===== config.mk =====
export PLATFORM = sky130hd
export DESIGN_NAME = adder_pipe
export DESIGN_NICKNAME = d
export VERILOG_FILES = /design/src/rtl/adder_pipe.sv
export SDC_FILE = /design/constraint.sdc
export NUM_CORES = 1
export LEC_CHECK = 0
export CORE_AREA = 4 4 78 94
export DETAILED_ROUTE_END_ITERATION = 8
export DIE_AREA = 0 0 82 98
export PLACE_DENSITY = 0.82
export SLEW_MARGIN = 25
export SYNTH_ARGS = -nofsm -noshare
export SYNTH_HDL_FRONTEND = slang
export SYNTH_SLANG_ARGS = --single-unit

===== constraint.sdc =====
create_clock -name clk -period 5.3 [get_ports clk]
set_input_delay 0.53 -clock clk [delete_from_list [all_inputs] [get_ports clk]]
set_output_delay 0.53 -clock clk [all_outputs]
set_load 0.05 [all_outputs]

===== src/rtl/adder_pipe.sv =====
// Pipelined adder/subtractor/accumulator with valid/ready on both sides.
// Each stage has its own valid bit, so empty slots fill while the consumer stalls.
`timescale 1ns/1ps

module adder_pipe #(
  parameter int WIDTH  = 8,
  parameter int ACC_W  = 16,
  parameter int STAGES = 2,
  parameter bit SAT    = 1'b0
) (
  input  logic             clk,
  input  logic             rst,
  input  logic             in_valid,
  output logic             in_ready,
  input  logic [WIDTH-1:0] a,
  input  logic [WIDTH-1:0] b,
  input  logic [1:0]       mode,
  output logic             out_valid,
  input  logic             out_ready,
  output logic [ACC_W-1:0] sum,
  output logic             flag
);

  typedef enum logic [1:0] {
    MODE_ADD = 2'b00,
    MODE_SUB = 2'b01,
    MODE_ACC = 2'b10,
    MODE_CLR = 2'b11
  } mode_e;

  mode_e              w_mode;
  logic [ACC_W-1:0]   w_a_ext;
  logic [ACC_W-1:0]   w_b_ext;
  logic [ACC_W:0]     w_acc_wide;
  logic [ACC_W-1:0]   w_res;
  logic               w_res_flag;
  logic [ACC_W-1:0]   w_acc_next;
  logic [STAGES-1:0]  w_free;
  logic               w_accept;

  logic [STAGES-1:0]  r_valid;
  logic [ACC_W-1:0]   r_sum [STAGES];
  logic [STAGES-1:0]  r_flag;
  logic [ACC_W-1:0]   r_acc;

  assign w_mode     = mode_e'(mode);
  assign w_a_ext    = ACC_W'(a);
  assign w_b_ext    = ACC_W'(b);
  assign w_acc_wide = {1'b0, r_acc} + {1'b0, w_a_ext};

  // Stage k can take new data when any stage from k to the output has a hole,
  // or the output is being drained; written flat to avoid a bit-to-bit chain.
  always_comb begin
    for (int k = 0; k < STAGES; k++) begin
      w_free[k] = out_ready;
      for (int j = k; j < STAGES; j++) begin
        if (!r_valid[j]) w_free[k] = 1'b1;
      end
    end
  end

  assign in_ready = w_free[0];
  assign w_accept = in_valid && w_free[0];

  always_comb begin
    // NOTE: every output gets a default first so no path leaves it unassigned,
    // which would otherwise infer a latch.
    w_res      = '0;
    w_res_flag = 1'b0;
    w_acc_next = r_acc;
    case (w_mode)
      MODE_ADD: w_res = w_a_ext + w_b_ext;
      MODE_SUB: begin
        w_res      = w_a_ext - w_b_ext;
        w_res_flag = (b > a);
      end
      MODE_ACC: begin
        w_res_flag = w_acc_wide[ACC_W];
        w_acc_next = (w_acc_wide[ACC_W] && SAT) ? '1 : w_acc_wide[ACC_W-1:0];
        w_res      = w_acc_next;
      end
      MODE_CLR: w_acc_next = '0;
      default: ;
    endcase
  end

  // NOTE: state is updated with non-blocking assignments so every stage samples
  // its predecessor's pre-edge value regardless of statement order.
  always_ff @(posedge clk) begin
    if (rst) begin
      // NOTE: the data registers are reset along with the valid bits because
      // sum/flag must read 0 after reset, not just out_valid.
      r_valid <= '0;
      r_flag  <= '0;
      r_acc   <= '0;
      for (int k = 0; k < STAGES; k++) r_sum[k] <= '0;
    end else begin
      if (w_accept) r_acc <= w_acc_next;
      if (w_free[0]) begin
        r_valid[0] <= w_accept;
        if (w_accept) begin
          r_sum[0]  <= w_res;
          r_flag[0] <= w_res_flag;
        end
      end
      for (int k = 1; k < STAGES; k++) begin
        if (w_free[k]) begin
          r_valid[k] <= r_valid[k-1];
          if (r_valid[k-1]) begin
            r_sum[k]  <= r_sum[k-1];
            r_flag[k] <= r_flag[k-1];
          end
        end
      end
    end
  end

  assign out_valid = r_valid[STAGES-1];
  assign sum       = r_sum[STAGES-1];
  assign flag      = r_flag[STAGES-1];

endmodule


# Word-level counts from Yosys, hierarchy flattened
# Memories as Yosys holds them, arrays and structs flattened.
# Index checks and enable logic that the tools add are counted.
# totals
register_bits	20
latch_bits	0
mem_bits_rw	32
rom_bits	0
output_inout_bits	19
word_cells	39
n_memories	1
# mem_list
memory	words	word_bits	read_ports	rd_clocked_by_memory_dff	wr	line_no	source
r_sum	2	16	2	0	2	42	logic [ACC_W-1:0] r_sum [STAGES];
# op_classes
addsub	3
mul	0
div	0
magnitude_cmp	1
n_eq_ne	3
n_shift	0
muxes	18
bitwise_logic	2
n_reduce_logical	6
# op_table
cell	count
16-bit one-hot mux with 3 select lines	1
16-bit two-way mux	2
16-bit one-hot mux with 2 select lines	1
16-bit by 8-bit adder with 17-bit output	1
1-bit two-way mux	13
8-bit by 8-bit adder with 9-bit output	1
8-bit by 8-bit subtractor with 9-bit output	1
8-bit greater-than comparator	1
2-bit AND reduction	3
2-bit equality test, second input constant	2
2-bit by 1-bit equality test with 1-bit output, second input constant	1
2-bit logical NOT	1
1-bit bitwise OR	2
1-bit one-hot mux with 2 select lines	1
2-bit nonzero test	1
1-bit logical AND	1

# Depth between registers and ports, before layout
# logic_depth
word_depth	8
ltp_mapped	8

# Least setup slack after synthesis
# OpenSTA, ideal clock, no wires.
# synth_path
path_type	input port to flip-flop
start	in a[0]
end	mem r_sum[0][8], data pin
setup_time_ns	0.284
arrival_time_ns	2.146
required_time_ns	5.016
path_slack_ns	2.870
stages	7
n_path_buf	0
cell_sequence	inv_1 > ha_1 > fa_1 > o31ai_1 > a31oi_1 > o2111ai_1 > o211ai_1
# synth_lines
element	line_no	source
from (decl)	15	input logic [WIDTH-1:0] a,
to (decl)	42	

# Worst setup path in the final report
# layout_path
start	in out_ready
end	out in_ready
# layout_via
elab_chain_len	2
# layout_lines
element	line_no	source
from (decl)	19	input logic out_ready,
1-bit two-way mux (2 in series)	57	if (!r_valid[j]) w_free[k] = 1'b1;
to (decl)	14	output logic in_ready,
# No other way between the ends.

==> reports/metrics.csv <==
metric;value;unit
syn2layout_area_growth;11.3;%
dp_slack;2.02;ns
synth.top_cell.area_share;25.7;%
ys_seq_area_share;36.4;%
hold_path_class;flop to flop;
final_cells;513;
overflow;0;
place.gp.congestion;0.960;
grt_pass1_wl;13500;microns
antenna_found_initial;0;
cts_sinks;52;
fmax;328;MHz
ios;41;
dpl_cell_area;4060;sq um
synth-seq-cells;52;
diodes;0;
cts.path.max_buffers;2;
die_y;98;microns
syn-num-nets;466;
synth_edf_count;32;
yosys-top-cells-count;edfxtp_1, a21oi_1, ha_1, inv_1, nand2_1;
whs;0.481;ns
tns;0;ns
status;completed;
clock_latency;0.32;ns
drt_wl_total;8150;microns
dr.first_iter.drc_count;308;
powerDensity;230;nW/um^2
grt_setup_unrepaired;false;
place_inst;505;
cp-startpoint;out_ready;
initial_core_util;58.3;%
placeableCoreArea;6410;sq um
yosys-top-cells-area;edfxtp_1, dfxtp_1, ha_1;
final-setup-viol-count;0;
yosys_warnings;0;
holdBufCountCts;0;
grt_pass1_vias;2931;
power.total;957;uW
path_class;input pin to output port;
maxCapViolCount;0;
utilization;64.9;%
finalHoldViolations;0;
clk_pin_slew;0.10;ns
syn_avg_cell_area;9.07;sq um
synth_cells;412;
cp_max_fo;24;
rows;32;
wl_per_cell;15.9;microns
grtUsageTotal;21.0;%
cts_resized;0;
rr_startpoint;r_acc[1]$_SDFFE_PP0P_;
ir_drop;0.000125;V
final_cell_area;4160;sq um
min_period;3.04;ns
dieArea;8040;sq um
cp-start-kind;input pin;
yosysTopAreaCell;edfxtp_1;
htreeDepth;2;
async_reset_ff_share;0;%
drv_slew;0;
synth_area;3740;sq um
port_buffers;40;
first_pass_iters;5;
drc;0;
holdCritStartpoint;r_acc[6]$_SDFFE_PP0P_;
setup_ws;2.26;ns
cts.root.buffer_cell;clkbuf_8;
via_count;3143;
crit_arrival;2.51;ns
cts_tree;built;
cts_setup_buffers;0;
finClkSkew;0.0192;ns
yosysMostFrequentCell;edfxtp_1;
via_per_inst;6.13;
p_leak;1.67;nW
end_kind;output port;
nets;481;
drtAntennaViolNets;0;
post_synth_num_cell_types;59;
grt_max_degree;25;
layout_worst_path_cycle_share;57.4;%
max_slew_margin;51.6;%
tightest_slew;0.724;ns
dp_hpwl;6150;microns
drive_above_1_share;3.97;%
dieWidth;82;microns
cts_made_buffers;5;
synthFlopType;edfxtp_1;
cp_data_required_time;4.77;ns
[flip-flops by register name (all words and copies together) (netlist names)]
name,flops
r_valid,2
r_acc,16
r_sum,32
r_flag,2
[layout by cell type (no fill, tap or decap), types with 5 or more instances in the layout]
cell type	n
inv_1	28
nand3_1	8
dfxtp_1	20
mux2i_1	6
xor2_1	7
o211ai_1	9
edfxtp_1	32
nor2_1	24
and3_1	19
a22oi_1	5
o21ai_0	25
clkbuf_8	5
clkdlybuf4s50_1	40
ha_1	29
nand4_1	6
nand2_1	28
or3_1	6
xnor2_1	5
a21oi_1	31
nand2b_1	7
a31oi_1	5
nor2b_1	6
[cell families (layout without fill, tap and decap cells)]
group	count (synthesis)	in the layout	synth area share [%]
AO/OA/AOI/OAI	112	112	19.5
adder cells (fa/ha/maj)	32	32	11.3
buffers and inverters	62	78	8.03
XOR/XNOR	12	12	2.81
AND/OR/NAND/NOR	134	134	19.8
flip-flops	52	52	36.4
multiplexers	8	8	2.21
[layout make-up]
cell class	instances	area, sq um
fillers	509	2250
multi-input cells	298	2080
flip-flops and latches	52	1360
repair buffers	42	415
well taps	85	106
inverters	28	105
clock buffers	5	68.8
clock inverters	3	27.5
[path summary, 6_finish.rpt]
kind / to / slack [ns] / depth (start not counted)
worst min register to register: r_acc[6]$_SDFFE_PP0P_ / 0.48 / 2
worst min-delay path: r_acc[6]$_SDFFE_PP0P_ / 0.48 / 2
worst max-delay path: in_ready / 2.26 / 3
worst max register to register: r_sum[0][5]$_SDFFCE_PN0P_ / 2.89 / 6
[where the power goes]
group          total [mW]  switching, mW  internal (mW)  leakage (nW)
registers           0.460        0.00656          0.454         0.510
clock network       0.243          0.146         0.0973        0.0463
logic               0.254          0.157         0.0969          1.12
total               0.957          0.309          0.648          1.67
[per-layer routing]
metal	part of all wire [%]	routed length, microns	track usage (%)
met2	49	3950	33.7
met4	3.3	270	9.59
met1	41	3320	27.3
met5	0	0	0
met3	7.5	607	3.23
[critical path, stage by stage]
cell and delay, ns:
clkdlybuf4s50_1 0.49, nand3b_1 0.55, clkdlybuf4s50_1 0.93
(Power assumes the default switching activity.)
